==> config.mk <==
export PLATFORM = sky130hd
export DESIGN_NAME = matrix_unit_arbiter_flat
export DESIGN_NICKNAME = d
export VERILOG_FILES = /design/src/rtl/matrix_unit_arbiter_if.sv /design/src/rtl/matrix_unit_arbiter.sv /design/src/flat_wrapper.sv
export SDC_FILE = /design/constraint.sdc
export NUM_CORES = 1
export LEC_CHECK = 0
export ABC_CLOCK_PERIOD_IN_PS = 3500
export CAP_MARGIN = 40
export CORE_AREA = 2 2 505 507
export DETAILED_ROUTE_END_ITERATION = 16
export DIE_AREA = 0 0 507 509
export SYNTH_ARGS = -nofsm -noshare
export SYNTH_HDL_FRONTEND = slang
export SYNTH_SLANG_ARGS = --single-unit
==> constraint.sdc <==
create_clock -name clk -period 3.5 [get_ports clk]
set_clock_uncertainty 0.2 [all_clocks]
set_input_delay 0.525 -clock clk [delete_from_list [all_inputs] [get_ports clk]]
set_output_delay 0.525 -clock clk [all_outputs]
set_load 0.03 [all_outputs]
==> src/rtl/matrix_unit_arbiter_if.sv <==
// Handshake bundle between the requesters, the arbiter and one shared scale_matrix unit.
// 'slave' is the arbiter's view; 'master' is the requester/math-unit side.
interface matrix_unit_arbiter_if #(
    parameter int NUM_REQ = 2
) ();
    logic [NUM_REQ-1:0]     req;
    logic [NUM_REQ*256-1:0] req_matrix;
    logic [NUM_REQ*8-1:0]   req_scalar;
    logic [NUM_REQ-1:0]     gnt;
    logic [NUM_REQ-1:0]     rsp_valid;
    logic [255:0]           rsp_matrix;
    logic                   unit_enable;
    logic [255:0]           unit_matrix;
    logic [7:0]             unit_scalar;
    logic [255:0]           unit_m_out;
    logic                   unit_done;
    logic                   busy;
    logic                   timeout_err;

    modport slave (
        input  req, req_matrix, req_scalar, unit_m_out, unit_done,
        output gnt, rsp_valid, rsp_matrix, unit_enable, unit_matrix, unit_scalar,
               busy, timeout_err
    );

    modport master (
        output req, req_matrix, req_scalar, unit_m_out, unit_done,
        input  gnt, rsp_valid, rsp_matrix, unit_enable, unit_matrix, unit_scalar,
               busy, timeout_err
    );
endinterface

==> src/rtl/matrix_unit_arbiter.sv <==
// Round-robin share of one scale_matrix unit among NUM_REQ requesters.
// One operation at a time: IDLE -> GRANT -> ISSUE -> WAIT -> RESP, all outputs registered.
module matrix_unit_arbiter #(
    parameter int NUM_REQ = 2,
    parameter int TIMEOUT = 15
) (
    input  logic                  clk,
    input  logic                  reset_n,
    matrix_unit_arbiter_if.slave  bus
);
    localparam int OWN_W = (NUM_REQ > 1) ? $clog2(NUM_REQ) : 1;

    typedef enum logic [2:0] {
        IDLE  = 3'd0,
        GRANT = 3'd1,
        ISSUE = 3'd2,
        WAIT  = 3'd3,
        RESP  = 3'd4
    } state_e;

    state_e             state_q;
    logic [OWN_W-1:0]   last_owner_q;
    logic [OWN_W-1:0]   owner_q;
    logic [255:0]       opm_q;
    logic [7:0]         ops_q;
    logic [7:0]         cnt_q;
    logic [NUM_REQ-1:0] gnt_q;
    logic [NUM_REQ-1:0] rsp_valid_q;
    logic [255:0]       rsp_q;
    logic               unit_enable_q;
    logic               busy_q;
    logic               timeout_err_q;

    logic [OWN_W-1:0]   pick_d;
    logic [NUM_REQ-1:0] pick_oh_d;
    logic               pick_vld_d;
    logic [NUM_REQ-1:0] own_oh_d;

    // Walk from the lowest-priority slot (last_owner) down to the highest
    // (last_owner+1) so the final hit is the round-robin winner.
    always_comb begin
        pick_d     = '0;
        pick_oh_d  = '0;
        pick_vld_d = 1'b0;
        for (int k = NUM_REQ; k >= 1; k--) begin
            if (bus.req[(int'(last_owner_q) + k) % NUM_REQ]) begin
                pick_d     = OWN_W'((int'(last_owner_q) + k) % NUM_REQ);
                pick_oh_d  = '0;
                pick_oh_d[(int'(last_owner_q) + k) % NUM_REQ] = 1'b1;
                pick_vld_d = 1'b1;
            end
        end
    end

    always_comb begin
        own_oh_d          = '0;
        own_oh_d[owner_q] = 1'b1;
    end

    always_ff @(posedge clk) begin
        if (!reset_n) begin
            state_q       <= IDLE;
            last_owner_q  <= OWN_W'(NUM_REQ - 1);
            owner_q       <= '0;
            opm_q         <= '0;
            ops_q         <= '0;
            cnt_q         <= '0;
            gnt_q         <= '0;
            rsp_valid_q   <= '0;
            rsp_q         <= '0;
            unit_enable_q <= 1'b0;
            busy_q        <= 1'b0;
            timeout_err_q <= 1'b0;
        end else begin
            gnt_q         <= '0;
            rsp_valid_q   <= '0;
            unit_enable_q <= 1'b0;
            case (state_q)
                IDLE: begin
                    if (pick_vld_d) begin
                        owner_q <= pick_d;
                        opm_q   <= bus.req_matrix[int'(pick_d)*256 +: 256];
                        ops_q   <= bus.req_scalar[int'(pick_d)*8 +: 8];
                        gnt_q   <= pick_oh_d;
                        busy_q  <= 1'b1;
                        state_q <= GRANT;
                    end
                end
                GRANT: begin
                    unit_enable_q <= 1'b1;
                    state_q       <= ISSUE;
                end
                ISSUE: begin
                    cnt_q   <= '0;
                    state_q <= WAIT;
                end
                WAIT: begin
                    // The unit answers on the edge that sampled enable, so done may already be up here.
                    if (bus.unit_done) begin
                        rsp_q       <= bus.unit_m_out;
                        rsp_valid_q <= own_oh_d;
                        state_q     <= RESP;
                    end else if ({1'b0, cnt_q} + 9'd1 == 9'(TIMEOUT)) begin
                        timeout_err_q <= 1'b1;
                        rsp_q         <= '0;
                        rsp_valid_q   <= own_oh_d;
                        state_q       <= RESP;
                    end else begin
                        cnt_q <= cnt_q + 8'd1;
                    end
                end
                RESP: begin
                    last_owner_q <= owner_q;
                    busy_q       <= 1'b0;
                    state_q      <= IDLE;
                end
                default: begin
                    busy_q  <= 1'b0;
                    state_q <= IDLE;
                end
            endcase
        end
    end

    assign bus.gnt         = gnt_q;
    assign bus.rsp_valid   = rsp_valid_q;
    assign bus.rsp_matrix  = rsp_q;
    assign bus.unit_enable = unit_enable_q;
    assign bus.unit_matrix = opm_q;
    assign bus.unit_scalar = ops_q;
    assign bus.busy        = busy_q;
    assign bus.timeout_err = timeout_err_q;
endmodule
==> src/flat_wrapper.sv <==
// flat-port wrapper written by rule: the top's interface ports become plain ports
module matrix_unit_arbiter_flat 
#(
    parameter int NUM_REQ = 2,
    parameter int TIMEOUT = 15
)
  (clk, reset_n, bus_req, bus_req_matrix, bus_req_scalar, bus_unit_m_out, bus_unit_done, bus_gnt, bus_rsp_valid, bus_rsp_matrix, bus_unit_enable, bus_unit_matrix, bus_unit_scalar, bus_busy, bus_timeout_err);
  matrix_unit_arbiter_if #(.NUM_REQ(NUM_REQ)) bus_i ();
  input  logic clk;
  input  logic reset_n;
  input wire logic [$bits(bus_i.req)-1:0] bus_req;
  input wire logic [$bits(bus_i.req_matrix)-1:0] bus_req_matrix;
  input wire logic [$bits(bus_i.req_scalar)-1:0] bus_req_scalar;
  input wire logic [$bits(bus_i.unit_m_out)-1:0] bus_unit_m_out;
  input wire logic [$bits(bus_i.unit_done)-1:0] bus_unit_done;
  output wire logic [$bits(bus_i.gnt)-1:0] bus_gnt;
  output wire logic [$bits(bus_i.rsp_valid)-1:0] bus_rsp_valid;
  output wire logic [$bits(bus_i.rsp_matrix)-1:0] bus_rsp_matrix;
  output wire logic [$bits(bus_i.unit_enable)-1:0] bus_unit_enable;
  output wire logic [$bits(bus_i.unit_matrix)-1:0] bus_unit_matrix;
  output wire logic [$bits(bus_i.unit_scalar)-1:0] bus_unit_scalar;
  output wire logic [$bits(bus_i.busy)-1:0] bus_busy;
  output wire logic [$bits(bus_i.timeout_err)-1:0] bus_timeout_err;
  assign bus_i.req = bus_req;
  assign bus_i.req_matrix = bus_req_matrix;
  assign bus_i.req_scalar = bus_req_scalar;
  assign bus_i.unit_m_out = bus_unit_m_out;
  assign bus_i.unit_done = bus_unit_done;
  assign bus_gnt = bus_i.gnt;
  assign bus_rsp_valid = bus_i.rsp_valid;
  assign bus_rsp_matrix = bus_i.rsp_matrix;
  assign bus_unit_enable = bus_i.unit_enable;
  assign bus_unit_matrix = bus_i.unit_matrix;
  assign bus_unit_scalar = bus_i.unit_scalar;
  assign bus_busy = bus_i.busy;
  assign bus_timeout_err = bus_i.timeout_err;
  matrix_unit_arbiter #(.NUM_REQ(NUM_REQ), .TIMEOUT(TIMEOUT)) u_core (.clk(clk), .reset_n(reset_n), .bus(bus_i));
endmodule
==> results_tabular.tex <==
\begin{tabular}{lr}
\hline
Metric & Value \\
\hline
\multicolumn{2}{l}{\textbf{Yosys}} \\
\quad Post-synth EDFFs & 0 \\
\quad Post-synthesis average cell area & 9.239 um\^{}2 \\
\quad Most used flip-flop cell after synthesis & dfxtp\_1 \\
\quad Number of synthesized register bits & 540 \\
\quad Share of synthesized flip-flops with an asynchronous set or reset & 0\% \\
\quad Share of synthesized area occupied by flip-flops and latches & approximately 54\% \\
\quad Synthesized net count & 2943 \\
\quad Number of distinct library cell variants in the gate-level netlist after synthesis & 39 \\
\quad Synth Instances & 2152 \\
\quad Synthesis warning total & 0 \\
\quad Cell area after synthesis & roughly 20000 um\^{}2 \\
\multicolumn{2}{l}{\textbf{Placement}} \\
\quad Final weighted congestion in routability-driven placement & 0.9289 \\
\quad Cell area after placement & 37330 um\^{}2 \\
\quad Total half-perimeter wirelength after legalization and detailed placement & 144.5 mm \\
\quad Number of port buffers & 1315 \\
\multicolumn{2}{l}{\textbf{Setup path}} \\
\quad Arrival time worst endpoint & 3.43 ns \\
\quad Path type of the worst setup path & register to register \\
\quad Crit Path Max Fanout & 63 \\
\quad Data required, critical path & 3.93 ns \\
\quad Type of origin of the critical path & register \\
\quad Critical path capture point type & register \\
\quad Worst reg-to-reg setup slack & 0.50 ns \\
\multicolumn{2}{l}{\textbf{Global routing}} \\
\quad Maximum number of pins on one net before global-route repair & 78 \\
\quad First-pass GRT wire length & 214.0 mm \\
\quad Antenna violations before repair & 112 \\
\quad Residual overflow from global routing & 0 \\
\quad Overall track demand over capacity in global routing & between 10\% and 20\% \\
\quad Number of global-route vias before repair & 22449 \\
\multicolumn{2}{l}{\textbf{Clocking}} \\
\quad Clock-pin slew reported for the worst setup and hold paths after clock tree synthesis & approximately 0.06 ns \\
\quad Post-CTS repair timing setup buffer count & 0 \\
\quad Max clock buf depth & 3 \\
\quad TritonCTS clock tree & built \\
\quad Number of buffers created by CTS & 71 \\
\quad Number of gates given a new drive strength after cts & 0 \\
\quad Number of H-tree levels & 3 \\
\quad Number of hold-repair buffers added at the cts stage & 0 \\
\quad Worst skew pair latency & 0.70 ns \\
\quad Clk Tree Root Cell & clkbuf\_16 \\
\quad Number of clock sinks seen by CTS & 540 \\
\multicolumn{2}{l}{\textbf{Timing}} \\
\quad Number of setup violations in the final report & 0 \\
\quad Setup TNS after final layout & 0 ns \\
\quad Max-slew violation count & 0 \\
\quad Final worst-path cycle share & 85.79\% \\
\quad Headroom to the max-slew limit & between 30\% and 40\% \\
\quad RSZ-0062 raised after global routing & false \\
\quad Worst Tran Pin Value & 0.9038 ns \\
\quad Final Hold Viols & 0 \\
\quad Upper clock frequency limit & 0.3330 GHz \\
\quad Final min period & 3.003 ns \\
\multicolumn{2}{l}{\textbf{Final layout}} \\
\quad Most common cell after layout, fill and taps aside & clkdlybuf4s50\_1 \\
\quad Post-layout nets & 4219 \\
\quad Cell area after layout & about 40000 um\^{}2 \\
\quad Filler Cell Count & 28236 \\
\quad Proportion of layout cells with a drive suffix above 1 & 6.548\% \\
\quad Top library cells by usage in the layout, fill and taps aside & 1305 x clkdlybuf4s50\_1, 541 x nand2\_1, 540 x dfxtp\_1 \\
\quad Layout Area Growth over Synthesis & 101.4\% \\
\multicolumn{2}{l}{\textbf{Floorplanning}} \\
\quad Initial core utilization & 7.866\% \\
\quad Number of core rows & 185 \\
\quad Die width & 507 um \\
\quad \# IOs & about 1300 \\
\quad Die outline height & 509 um \\
\quad Die footprint & 258100 um\^{}2 \\
\quad Core Footprint & 252800 um\^{}2 \\
\multicolumn{2}{l}{\textbf{Drt}} \\
\quad Vias per inst & 3.322 \\
\quad Routed Wire Length & 169.6 mm \\
\quad Number of detailed-routing iterations run before antenna repair & 7 \\
\quad Number of nets still failing antenna checks after routing & 0 \\
\quad Final routed wire length divided by cell count & roughly 25 um \\
\quad Drt first-iter violations & approximately 1500 \\
\quad Number of vias in the routed layout & approximately 23000 \\
\quad Number of design rule violations left after detail routing & 0 \\
\multicolumn{2}{l}{\textbf{Power}} \\
\quad Worst IR drop on VDD & 319.7 uV \\
\quad Leakage power summed over all cells & 14.12 nW \\
\quad PwrDens & 493.1 nW/um\^{}2 \\
\multicolumn{2}{l}{\textbf{Run status}} \\
\quad Run status & finished, final reports clean \\
\multicolumn{2}{l}{\textbf{Run}} \\
\quad MaxCap Viol Count & 0 \\
\multicolumn{2}{l}{\textbf{Hold path}} \\
\quad Worst min path class & input pin to register \\
\hline
\end{tabular}
-- metal layers --
metal	track usage (%)	vias to the layer above	share of wire, %
met5	0.5185	-	0.23
met4	5.079	58	4.4
met3	8.428	299	16
met2	19.73	1362	44
met1	12.75	10817	35
li1	-	10364	-
-- per-stage QoR --
step / total power [mW] / utilization (%) / setup slack [ns] / hold slack [ns] / cells
6_report: 19.74 / 15.84 / 0.4973 / 0.1874 / 6893
5_1_grt: 20.61 / 15.82 / 0.3147 / 0.1322 / 6874
4_1_cts: 20.12 / 15.77 / 0.4944 / 0.08325 / 6843
3_5_place_dp: 11.95 / 14.77 / 0.4175 / 0.2538 / 6716
3_3_place_gp: 11.89 / 14.71 / 0.5096 / 0.2503 / 6706
2_1_floorplan: 8.958 / - / 1.106 / 0.2355 / 2152
-- report_power, final --
group	internal, mW	leakage, nW	total, mW	switching, mW
logic	2.07	8.48	4.84	2.76
clock network	4.67	1.22	7.96	3.29
registers	6.62	4.42	6.95	0.332
total	13.4	14.1	19.7	6.39
-- layout make-up --
cell class	count	area, um^2	area share [%]
Timing Repair Buffer	1412	14270	35.63
Sequential cell	540	10810	27.00
Multi-Input combinational cell	1398	8087	20.19
Tap cell	3366	4212	10.52
Clock buffer	98	2008	5.015
Clock inverter	29	521.8	1.303
Antenna cell	45	112.6	0.2812
Inverter	5	26.28	0.06562
-- flip-flops by register name, summed over array words and instances (netlist names) --
signal	cells
u_core.bus.timeout_err	1
u_core.last_owner_q	1
u_core.owner_q	1
u_core.bus.rsp_matrix	256
u_core.cnt_q	8
u_core.bus.unit_enable	1
u_core.bus.gnt	2
u_core.bus.rsp_valid	2
u_core.bus.unit_matrix	256
u_core.state_q	3
u_core.bus.busy	1
u_core.bus.unit_scalar	8
-- worst paths after layout --
path / startpoint / endpoint / cells past startpoint
min: bus_req_matrix[158] / u_core.bus.unit_matrix[158]$_SDFFE_PN0P_ / 3
max reg2reg: u_core.cnt_q[0]$_SDFFE_PN0P_ / u_core.bus.rsp_matrix[59]$_SDFFE_PN0P_ / 8
max: u_core.cnt_q[0]$_SDFFE_PN0P_ / u_core.bus.rsp_matrix[59]$_SDFFE_PN0P_ / 8
min reg2reg: u_core.bus.timeout_err$_SDFFE_PN0P_ / u_core.bus.timeout_err$_SDFFE_PN0P_ / 2
-- cell usage after synthesis (3+ instances only) --
| cell | count | share of area, % |
|---|---|---|
| dfxtp_1 | 540 | 54 |
| a21oi_1 | 4 | 0.10 |
| a311oi_1 | 264 | 12 |
| nand3_1 | 6 | 0.15 |
| nor2_1 | 275 | 5.2 |
| nor4_1 | 4 | 0.13 |
| nand2_1 | 542 | 10 |
| nand4_1 | 4 | 0.13 |
| buf_6 | 27 | 1.5 |
| nor3_1 | 5 | 0.13 |
| inv_1 | 5 | 0.094 |
| o22ai_1 | 3 | 0.094 |
| a22o_1 | 256 | 11 |
| clkbuf_1 | 180 | 3.4 |
-- logic make-up after synthesis --
| family | synth area share, % |
|---|---|
| muxes | 0.1070 |
| adders and majority gates | 0.1258 |
| buffers and inverters | 5.072 |
| and+or+nand+nor | 16.48 |
| DFF | 54.37 |
| xor gates and xnor gates | 0.1762 |
| AOI/OAI and AO/OA | 23.66 |
-- worst max-delay path, cell delays in order (launching register included) --
cell,delay (ns)
dfxtp_1,0.43
ha_1,0.24
nand3_1,0.17
o21a_1,0.24
or4_4,0.51
a31oi_4,0.24
buf_12,0.28
buf_12,0.28
a22o_1,0.20
Power figures use the tool's default switching activity.
